--- config.mk ---
export PLATFORM = sky130hd
export DESIGN_NAME = mvu_weight_streamer_flat
export DESIGN_NICKNAME = d
export VERILOG_FILES = /design/src/rtl/mvu_weight_streamer_if.sv /design/src/rtl/mvu_weight_streamer.sv /design/src/flat_wrapper.sv
export SDC_FILE = /design/constraint.sdc
export NUM_CORES = 1
export LEC_CHECK = 0
export ABC_AREA = 1
export CAP_MARGIN = 20
export CELL_PAD_IN_SITES_DETAIL_PLACEMENT = 2
export CELL_PAD_IN_SITES_GLOBAL_PLACEMENT = 2
export CORE_MARGIN = 2
export CORE_UTILIZATION = 32
export CTS_CLUSTER_SIZE = 8
export DETAILED_ROUTE_END_ITERATION = 16
export PLACE_DENSITY = 0.75
export SYNTH_ARGS = -nofsm -noshare
export SYNTH_HDL_FRONTEND = slang
export SYNTH_SLANG_ARGS = --single-unit
--- constraint.sdc ---
create_clock -name clk -period 2.2 [get_ports clk]
set_clock_uncertainty 0.2 [all_clocks]
set_input_delay 0.22 -clock clk [delete_from_list [all_inputs] [get_ports clk]]
set_output_delay 0.22 -clock clk [all_outputs]
set_load 0.05 [all_outputs]
--- src/rtl/mvu_weight_streamer_if.sv ---
// AXI-stream weight beat bundle between mvu_weight_streamer and its MVU/VVU consumer.
interface mvu_weight_streamer_if #(
  parameter int DATA_W = 32
);
  logic [DATA_W-1:0] tdata;
  logic              tvalid;
  logic              tready;
  logic              tlast;

  modport master (output tdata, output tvalid, output tlast, input tready);
  modport slave  (input tdata, input tvalid, input tlast, output tready);
endinterface

--- src/rtl/mvu_weight_streamer.sv ---
// mvu_weight_streamer: reads the weight memory in (nf outer, sf inner) order for
// reps images and streams it out over AXI-stream. Read latency is absorbed by a
// credit-limited first-word-fall-through FIFO sized MEM_LATENCY+2, which is just
// deep enough to sustain one beat per cycle.
// Optional: define MVU_WEIGHT_STREAMER_PERF_EN to add stall/starve counters.
module mvu_weight_streamer #(
  parameter int MW           = 16,
  parameter int MH           = 8,
  parameter int PE           = 2,
  parameter int SIMD         = 4,
  parameter int WEIGHT_WIDTH = 4,
  parameter int MEM_LATENCY  = 2,
  parameter int REPS_WIDTH   = 16,
  localparam int SF          = MW / SIMD,
  localparam int NF          = MH / PE,
  localparam int DEPTH       = SF * NF,
  localparam int ADDR_W      = (DEPTH > 1) ? $clog2(DEPTH) : 1,
  localparam int WW          = PE * SIMD * WEIGHT_WIDTH,
  localparam int WW_BA       = ((WW + 7) / 8) * 8
) (
  input  logic                  clk,
  input  logic                  rst,
  input  logic                  start,
  input  logic [REPS_WIDTH-1:0] cfg_reps,
  output logic                  busy,
  output logic                  done,
  output logic                  mem_rd_en,
  output logic [ADDR_W-1:0]     mem_rd_addr,
  input  logic [WW-1:0]         mem_rd_data,
  mvu_weight_streamer_if.master m_axis_weights
`ifdef MVU_WEIGHT_STREAMER_PERF_EN
  ,
  output logic [31:0]           perf_stall_cycles,
  output logic [31:0]           perf_starve_cycles
`endif
);

  localparam int FIFO_DEPTH = MEM_LATENCY + 2;
  localparam int CNT_W      = $clog2(FIFO_DEPTH + 1);
  localparam int PTR_W      = $clog2(FIFO_DEPTH);
  localparam int SF_W       = (SF > 1) ? $clog2(SF) : 1;
  localparam int NF_W       = (NF > 1) ? $clog2(NF) : 1;

  typedef enum logic [1:0] {IDLE, RUN, DRAIN} state_t;

  state_t                  state, state_next;
  logic [SF_W-1:0]         sf;
  logic [NF_W-1:0]         nf;
  logic [REPS_WIDTH-1:0]   rep, reps_q;
  logic [CNT_W-1:0]        inflight, fifo_count;
  logic [PTR_W-1:0]        wr_ptr, rd_ptr;
  logic [MEM_LATENCY-1:0]  vld_pipe, last_pipe;
  logic [WW-1:0]           fifo_data [FIFO_DEPTH];
  logic                    fifo_last [FIFO_DEPTH];
  logic                    zero_done_q;

  logic accept, has_credit, issue, sf_wrap, nf_wrap, rep_wrap, beat_last;
  logic push, pop, fifo_empty, drain_empty;

  function automatic logic [PTR_W-1:0] ptr_inc(input logic [PTR_W-1:0] p);
    return (p == PTR_W'(FIFO_DEPTH - 1)) ? '0 : p + 1'b1;
  endfunction

  assign accept      = (state == IDLE) && start && !zero_done_q && (cfg_reps != '0);
  assign has_credit  = (int'(fifo_count) + int'(inflight)) < FIFO_DEPTH;
  assign issue       = (state == RUN) && has_credit;
  assign sf_wrap     = (sf == SF_W'(SF - 1));
  assign nf_wrap     = (nf == NF_W'(NF - 1));
  assign rep_wrap    = (rep == reps_q - REPS_WIDTH'(1));
  assign beat_last   = sf_wrap && nf_wrap;
  assign push        = vld_pipe[MEM_LATENCY-1];
  assign fifo_empty  = (fifo_count == '0);
  assign pop         = !fifo_empty && m_axis_weights.tready;
  assign drain_empty = (inflight == '0) && fifo_empty;

  assign mem_rd_en   = issue;
  assign mem_rd_addr = ADDR_W'(int'(nf) * SF + int'(sf));

  assign m_axis_weights.tvalid = !fifo_empty;
  assign m_axis_weights.tdata  = fifo_empty ? '0 : WW_BA'(fifo_data[rd_ptr]);
  assign m_axis_weights.tlast  = !fifo_empty && fifo_last[rd_ptr];

  // State register.
  always_ff @(posedge clk) begin
    if (rst) state <= IDLE;
    else     state <= state_next;
  end

  // Next state plus busy/done; done coincides with the cycle busy drops.
  always_comb begin
    state_next = state;
    busy       = 1'b0;
    done       = zero_done_q;
    case (state)
      IDLE:  if (accept) state_next = RUN;
      RUN: begin
        busy = 1'b1;
        if (issue && beat_last && rep_wrap) state_next = DRAIN;
      end
      DRAIN: begin
        if (drain_empty) begin
          done       = 1'b1;
          state_next = IDLE;
        end else begin
          busy = 1'b1;
        end
      end
      default: state_next = IDLE;
    endcase
  end

  // A zero-image request completes immediately with a lone done pulse.
  always_ff @(posedge clk) begin
    if (rst) zero_done_q <= 1'b0;
    else     zero_done_q <= (state == IDLE) && start && !zero_done_q && (cfg_reps == '0);
  end

  // Address counters: sf inner, nf outer, rep outermost.
  always_ff @(posedge clk) begin
    if (rst) begin
      sf     <= '0;
      nf     <= '0;
      rep    <= '0;
      reps_q <= '0;
    end else if (accept) begin
      sf     <= '0;
      nf     <= '0;
      rep    <= '0;
      reps_q <= cfg_reps;
    end else if (issue) begin
      if (sf_wrap) begin
        sf <= '0;
        if (nf_wrap) begin
          nf  <= '0;
          rep <= rep_wrap ? '0 : rep + 1'b1;
        end else begin
          nf <= nf + 1'b1;
        end
      end else begin
        sf <= sf + 1'b1;
      end
    end
  end

  // Valid/last shift pipe mirroring the memory latency of each issued read.
  always_ff @(posedge clk) begin
    if (rst) begin
      vld_pipe  <= '0;
      last_pipe <= '0;
    end else begin
      vld_pipe[0]  <= issue;
      last_pipe[0] <= issue && beat_last;
      for (int i = 1; i < MEM_LATENCY; i++) begin
        vld_pipe[i]  <= vld_pipe[i-1];
        last_pipe[i] <= last_pipe[i-1];
      end
    end
  end

  // In-flight and FIFO occupancy plus pointers; credits freed by a pop are seen next cycle.
  always_ff @(posedge clk) begin
    if (rst) begin
      inflight   <= '0;
      fifo_count <= '0;
      wr_ptr     <= '0;
      rd_ptr     <= '0;
    end else begin
      if (issue && !push)      inflight <= inflight + 1'b1;
      else if (!issue && push) inflight <= inflight - 1'b1;
      if (push && !pop)        fifo_count <= fifo_count + 1'b1;
      else if (!push && pop)   fifo_count <= fifo_count - 1'b1;
      if (push) wr_ptr <= ptr_inc(wr_ptr);
      if (pop)  rd_ptr <= ptr_inc(rd_ptr);
    end
  end

  // FIFO storage; contents are only meaningful where the occupancy says so.
  always_ff @(posedge clk) begin
    if (push) begin
      fifo_data[wr_ptr] <= mem_rd_data;
      fifo_last[wr_ptr] <= last_pipe[MEM_LATENCY-1];
    end
  end

`ifdef MVU_WEIGHT_STREAMER_PERF_EN
  // Saturating stall/starve counters, cleared on job acceptance, held after done.
  always_ff @(posedge clk) begin
    if (rst || accept) begin
      perf_stall_cycles  <= '0;
      perf_starve_cycles <= '0;
    end else begin
      if (busy && m_axis_weights.tvalid && !m_axis_weights.tready && (perf_stall_cycles != '1))
        perf_stall_cycles <= perf_stall_cycles + 1'b1;
      if ((state != IDLE) && !m_axis_weights.tvalid && (perf_starve_cycles != '1))
        perf_starve_cycles <= perf_starve_cycles + 1'b1;
    end
  end
`else
  // Default build carries no performance counters.
`endif

endmodule

--- src/flat_wrapper.sv ---
// flat-port wrapper written by rule: the top's interface ports become plain ports
module mvu_weight_streamer_flat 
#(
  parameter int MW           = 16,
  parameter int MH           = 8,
  parameter int PE           = 2,
  parameter int SIMD         = 4,
  parameter int WEIGHT_WIDTH = 4,
  parameter int MEM_LATENCY  = 2,
  parameter int REPS_WIDTH   = 16,
  localparam int SF          = MW / SIMD,
  localparam int NF          = MH / PE,
  localparam int DEPTH       = SF * NF,
  localparam int ADDR_W      = (DEPTH > 1) ? $clog2(DEPTH) : 1,
  localparam int WW          = PE * SIMD * WEIGHT_WIDTH,
  localparam int WW_BA       = ((WW + 7) / 8) * 8
)
  (clk, rst, start, cfg_reps, busy, done, mem_rd_en, mem_rd_addr, mem_rd_data, m_axis_weights_tdata, m_axis_weights_tvalid, m_axis_weights_tlast, m_axis_weights_tready);
  mvu_weight_streamer_if #(.DATA_W((32))) m_axis_weights_i ();
  input  logic clk;
  input  logic rst;
  input  logic start;
  input  logic [REPS_WIDTH-1:0] cfg_reps;
  output logic busy;
  output logic done;
  output logic mem_rd_en;
  output logic [ADDR_W-1:0] mem_rd_addr;
  input  logic [WW-1:0] mem_rd_data;
  output wire logic [$bits(m_axis_weights_i.tdata)-1:0] m_axis_weights_tdata;
  output wire logic [$bits(m_axis_weights_i.tvalid)-1:0] m_axis_weights_tvalid;
  output wire logic [$bits(m_axis_weights_i.tlast)-1:0] m_axis_weights_tlast;
  input wire logic [$bits(m_axis_weights_i.tready)-1:0] m_axis_weights_tready;
  assign m_axis_weights_tdata = m_axis_weights_i.tdata;
  assign m_axis_weights_tvalid = m_axis_weights_i.tvalid;
  assign m_axis_weights_tlast = m_axis_weights_i.tlast;
  assign m_axis_weights_i.tready = m_axis_weights_tready;
  mvu_weight_streamer #(.MW(MW), .MH(MH), .PE(PE), .SIMD(SIMD), .WEIGHT_WIDTH(WEIGHT_WIDTH), .MEM_LATENCY(MEM_LATENCY), .REPS_WIDTH(REPS_WIDTH)) u_core (.clk(clk), .rst(rst), .start(start), .cfg_reps(cfg_reps), .busy(busy), .done(done), .mem_rd_en(mem_rd_en), .mem_rd_addr(mem_rd_addr), .mem_rd_data(mem_rd_data), .m_axis_weights(m_axis_weights_i));
endmodule
==> After elaboration in Yosys (flattened, before gate mapping) <==
Memories as Yosys holds them, arrays and structs flattened. A register that Yosys moved wholly into a read port is not among the register bits.
Cells that the tools add are included.
{ "totals": {"regBits": 53, "ramBits": 132, "input_bits": 52, "output_inout_bits": 41, "wordCells": 92, "mem_count": 2} }
{ "classes": {"addsub": 12, "order_cmp": 1, "n_eq_ne": 10, "n_mux": 24, "n_reduce_logical": 31} }
{ "mem_list": {"columns": ["name", "words", "word_bits", "rd", "rd_ports_with_merged_regs", "write_ports", "line_no", "text"], "rows": [
  ["u_core.fifo_data", 4, 32, 1, 1, 1, "mvu_weight_streamer.sv:53", "logic [WW-1:0] fifo_data [FIFO_DEPTH];"],
  ["u_core.fifo_last", 4, 1, 1, 1, 1, "mvu_weight_streamer.sv:54", "logic fifo_last [FIFO_DEPTH];"]
]} }
{ "op_table": {"columns": ["cell", "count"], "rows": [
  ["less-than comparator 32 x 4 -> 1 bit (second input constant)", 1],
  ["2-to-1 mux 32 bit", 1],
  ["2-to-1 mux 2 bit", 11],
  ["adder 16 x 1 -> 16 bit (second input constant)", 1],
  ["== test 16 bit", 1],
  ["zero test 16 bit", 1],
  ["2-to-1 mux 16 bit", 1],
  ["nonzero test 16 bit", 1],
  ["subtractor 16 x 1 -> 16 bit (second input constant)", 1],
  ["logical AND 1 bit", 15],
  ["2-to-1 mux 3 bit", 4],
  ["== test 2 bit (second input constant)", 5],
  ["adder 2 x 1 -> 2 bit (second input constant)", 4],
  ["adder 3 x 1 -> 3 bit (second input constant)", 2],
  ["zero test 3 bit", 2],
  ["case mux 2 bit (3 select lines)", 1],
  ["AND reduction 3 bit", 2],
  ["subtractor 3 x 1 -> 3 bit (second input constant)", 2],
  ["zero test 1 bit", 5],
  ["2-to-1 mux 1 bit", 5],
  ["adder 3 x 3 -> 4 bit", 1],
  ["adder 4 x 2 -> 4 bit", 1],
  ["inequality test 2 x 1 -> 1 bit (second input constant)", 2],
  ["nonzero test 2 bit", 2],
  ["other kinds (6)", 6]
]} }

==> Logic depth before layout (Yosys ltp) <==
{ "logic_depth": {"depth_word": 7, "ltp_mapped": 16, "ltp_nobuf": 16} }

==> Least setup slack after synthesis <==
No wires, ideal clock.
{ "synth_timing": {"kind": "register -> register", "start": "reg u_core.fifo_count[2]", "end": "reg u_core.inflight[2]", "setup_time_ns": 0.122, "arrival_ns": 2.319, "required_time_ns": 1.878, "slack_ns": -0.441, "stages_incl_launch_ff": 12, "path_buffers": 0, "synth_period_minus_slack_ns": 2.641, "path_cell_list": "dfxtp_1 > ha_1 > nor2_4 > nand3_4 > inv_1 > ha_1 > inv_1 > fa_1 > a21oi_1 > o21ai_0 > o21ai_0 > a21oi_1"} }
{ "synth_via": {"elab_chain_cells": 6, "word_cells_on_any_way": 8, "cone_classes": "add/sub (1); order compare (1); mux (1); reduce/logical (5)"} }
{ "synth_lines": {"columns": ["item", "line_no", "text"], "rows": [
  ["start, declared", "mvu_weight_streamer.sv:50", "logic [CNT_W-1:0] inflight, fifo_count;"],
  ["start signal, assigned", "mvu_weight_streamer.sv:170", "if (push && !pop) fifo_count <= fifo_count + 1'b1;"],
  ["start signal, assigned", "mvu_weight_streamer.sv:171", "else if (!push && pop) fifo_count <= fifo_count - 1'b1;"],
  ["adder 3 x 3 -> 4 bit *", "mvu_weight_streamer.sv:65", "assign has_credit = (int'(fifo_count) + int'(inflight)) < FIFO_DEPTH;"],
  ["less-than comparator 32 x 4 -> 1 bit *", "mvu_weight_streamer.sv:65", null],
  ["logical AND 1 bit *", "mvu_weight_streamer.sv:66", "assign issue = (state == RUN) && has_credit;"],
  ["via mem_rd_en", "flat_wrapper.sv:26", "output logic mem_rd_en;"],
  ["zero test 1 bit", "mvu_weight_streamer.sv:169", "else if (!issue && push) inflight <= inflight - 1'b1;"],
  ["logical AND 1 bit", "mvu_weight_streamer.sv:169", null],
  ["nonzero test 2 bit (no line)", null, null],
  ["end signal, assigned", "mvu_weight_streamer.sv:168", "if (issue && !push) inflight <= inflight + 1'b1;"],
  ["end signal, assigned", "mvu_weight_streamer.sv:169", null],
  ["end, declared", "mvu_weight_streamer.sv:50", null]
]} }
The timed path passes the listed nets; every way through them passes the cells marked *.
A chain may end at the register's enable or synchronous reset.

==> impl_metrics.env <==
export IMPL_post_synth_top_area_cell="edfxtp_1"
export IMPL_clock_latency_ps=450
export IMPL_required_ps=1780
export IMPL_hold_end="u_core.zero_done_q"
export IMPL_mostFrequentLayoutCells="nor2_1 (148), edfxtp_1 (132), nand2_1 (89)"
export IMPL_pre_cts_slack_ps=-199
export IMPL_ant_nets=0
export IMPL_vias_per_cell=5.14
export IMPL_setup_viol_count_final=49
export IMPL_p_total_uw=18400
export IMPL_finalCritPeriodShare=1.08
export IMPL_syn_avg_cell_area_um2=9.72
export IMPL_power_density_mw_per_mm2=1460
export IMPL_antenna_cells=0
export IMPL_postSynthCellCount=851
export IMPL_power_leakage_uw=0.00468
export IMPL_core_mm2=0.0253
export IMPL_synthesis_area_mm2=0.00827
export IMPL_min_path_type="in2reg"
export IMPL_nFillCells=2465
export IMPL_dieArea_mm2=0.0272
export IMPL_root_buffer="clkbuf_16"
export IMPL_ys_seq_elements=187
export IMPL_period_needed_ps=2380
export IMPL_grt_max_degree=34
export IMPL_clkTransAtPathRegs_ps=80
export IMPL_r2r_start="u_core.state[0]"
export IMPL_dr_pass1_iters=6
export IMPL_crit_arrival_ps=1960
export IMPL_start_kind="flip-flop"
export IMPL_cts_sinks=187
export IMPL_rsz0062_at_grt="yes"
export IMPL_maxCapViolCount=0
export IMPL_worstHoldStart="start"
export IMPL_violations="negative setup slack"
export IMPL_gp_congestion=0.783
export IMPL_fp_row_count=58
export IMPL_ys_seq_area_frac=0.612
export IMPL_yosysWarnings=0
export IMPL_portBuffers=92
export IMPL_fin_ws_ps=-175
export IMPL_synth_edf_count=132
export IMPL_routed_wl_um=34700
export IMPL_max_freq_ghz=0.421
export IMPL_syn_nets=921
export IMPL_synth_top_flop_cell="edfxtp_1"
export IMPL_ctsHtreeMaxLevel=4
export IMPL_clockBufferDepth=2
export IMPL_start_util=0.328
export IMPL_dp_cells=1294
export IMPL_dp_hpwl_um=17400
export IMPL_final_instance_count_excl_fill=1369
export IMPL_crit_fanout=6
export IMPL_die_h_um=165
export IMPL_reg2reg_depth=15
export IMPL_layout_commonest_cell="nor2_1"
export IMPL_ys_types=38
export IMPL_die_x_um=165
export IMPL_grt_pass1_vias=7787
export IMPL_status="complete, but fails checks"
export IMPL_reg2reg_slack_ps=-120
export IMPL_whs_path_depth=3
export IMPL_wl_per_cell_um=25.3
export IMPL_route_detailed_drc=0
export IMPL_peakVddDrop_uv=1090
export IMPL_synth_area_leaders="edfxtp_1 (48%), dfxtp_1 (13%), nor2_1 (9.6%)"
export IMPL_hold_viol=0
export IMPL_cts_tree="built"
export IMPL_crit_type="reg2out"
export IMPL_final_core_util=0.497
export IMPL_syn2layout_area_growth_pct=51.8
export IMPL_tightest_slew_ps=500
export IMPL_async_reset_ff_frac=0
export IMPL_ios=93
export IMPL_via_count=7030
export IMPL_reg2reg_to="u_core.rep[14]"
export IMPL_grt_overflow=0
export IMPL_endpoint_kind="output port"
export IMPL_layout_drive_gt1_share=0.370
export IMPL_cts_buffers=17
export IMPL_slew_violations=0
export IMPL_antenna_found_initial=0
export IMPL_slew_headroom=0.666
export IMPL_track_usage=0.224
export IMPL_grt_first_pass_wirelength_um=44900
export IMPL_fin_nets=1096
export IMPL_drt_iter0_drc=414
export IMPL_yosysTopAreaCellShare=0.479
[state kept, by name, summed over array words and instances, names as in the netlist, 3 cells and up, named ones only]
register	flops
u_core.fifo_last	4
u_core.fifo_data	128
u_core.fifo_count	3
u_core.rep	16
u_core.reps_q	16
u_core.inflight	3
[how the worst max path moves through the flow]
stage,depth (start not counted),end,from,slack [ps]
floorplan,9,u_core.inflight[1],u_core.fifo_count[1],-150
global placement,7,u_core.rep[6],cfg_reps[15],-10
detailed placement,7,u_core.rep[1],cfg_reps[5],-200
CTS,7,done,u_core.fifo_count[1],-180
global route,15,u_core.rep[14],u_core.state[0],-250
finish,7,m_axis_weights_tdata[2],flip-flop,-180
[power by group]
part           internal [uW]  total, uW  switching [uW]
registers               4050       4350             304
logic                   4570      10800            6250
clock network           1520       3180            1660
total                  10100      18400            8210
[critical path: stages, from the launching register on]
cell,delay (ps)
dfxtp_4,410
buf_8,160
buf_16,140
nor2_4,50
nor2_1,150
o21ai_1,130
a21oi_2,270
buf_12,180
[layer usage]
layer	vias to the layer above	global-route usage	routed length (um)
li1	3196	-	-
met1	3548	0.251	13600
met2	203	0.424	18500
met3	83	0.0382	1310
met4	0	0.0806	1270
met5	-	0	0
[timing repair]
action / CTS / global route
pin swaps: 40 / 81
gates resized for setup: 109 / 207
endpoints found under the setup margin: 56 / 57
hold buffers: 0 / 0
setup buffers: 20 / 14
gates cloned: 7 / 7
endpoints found under the hold margin: 0 / 0
[cells in the mapped netlist, types with 2 or more instances]
library cell and instances:
xnor2_1 11, buf_2 2, fa_1 2, xor2_1 7
nor2_1 211, nor2_4 6, nor4_1 5, inv_2 3
a211oi_1 2, inv_1 62, o21ai_0 96, buf_1 3
nand3_2 2, edfxtp_1 132, nor3_1 4, and2_1 3
clkbuf_1 26, nand4_1 2, nand3b_1 2, dfxtp_1 55
nand2_1 104, nand3_1 17, nor2_2 6, nand2_2 4
a21oi_1 56, ha_1 16
[final cells by class]
cell class | count | area (um2) | share of cell area
multi-input combinational | 568 | 3750 | 0.298
clock buffer | 18 | 429 | 0.0342
inverter | 65 | 265 | 0.0211
clock inverter | 14 | 151 | 0.0121
sequential | 187 | 5090 | 0.405
timing repair buffer | 187 | 2460 | 0.196
tap | 330 | 413 | 0.0329
[stage by stage]
step                      area (um2)  hold slack [ps]  setup TNS [ps]
after floorplan                 8450              119            -344
after global placement         10500              191           -25.7
after detailed placement       10500              208           -2080
after CTS                      11800              151           -2830
after global routing           12600              183           -7160
final                          12600              159           -3290
[cells by family after synthesis]
family / count (synthesis) / synth area share
AOI/OAI and AO/OA: 157 / 0.0969
xor gates and xnor gates: 18 / 0.0191
adders and majority gates: 18 / 0.0290
buffers and inverters: 97 / 0.0452
DFF: 187 / 0.612
and+or+nand+nor: 374 / 0.198
Power figures use the tool's default switching activity.
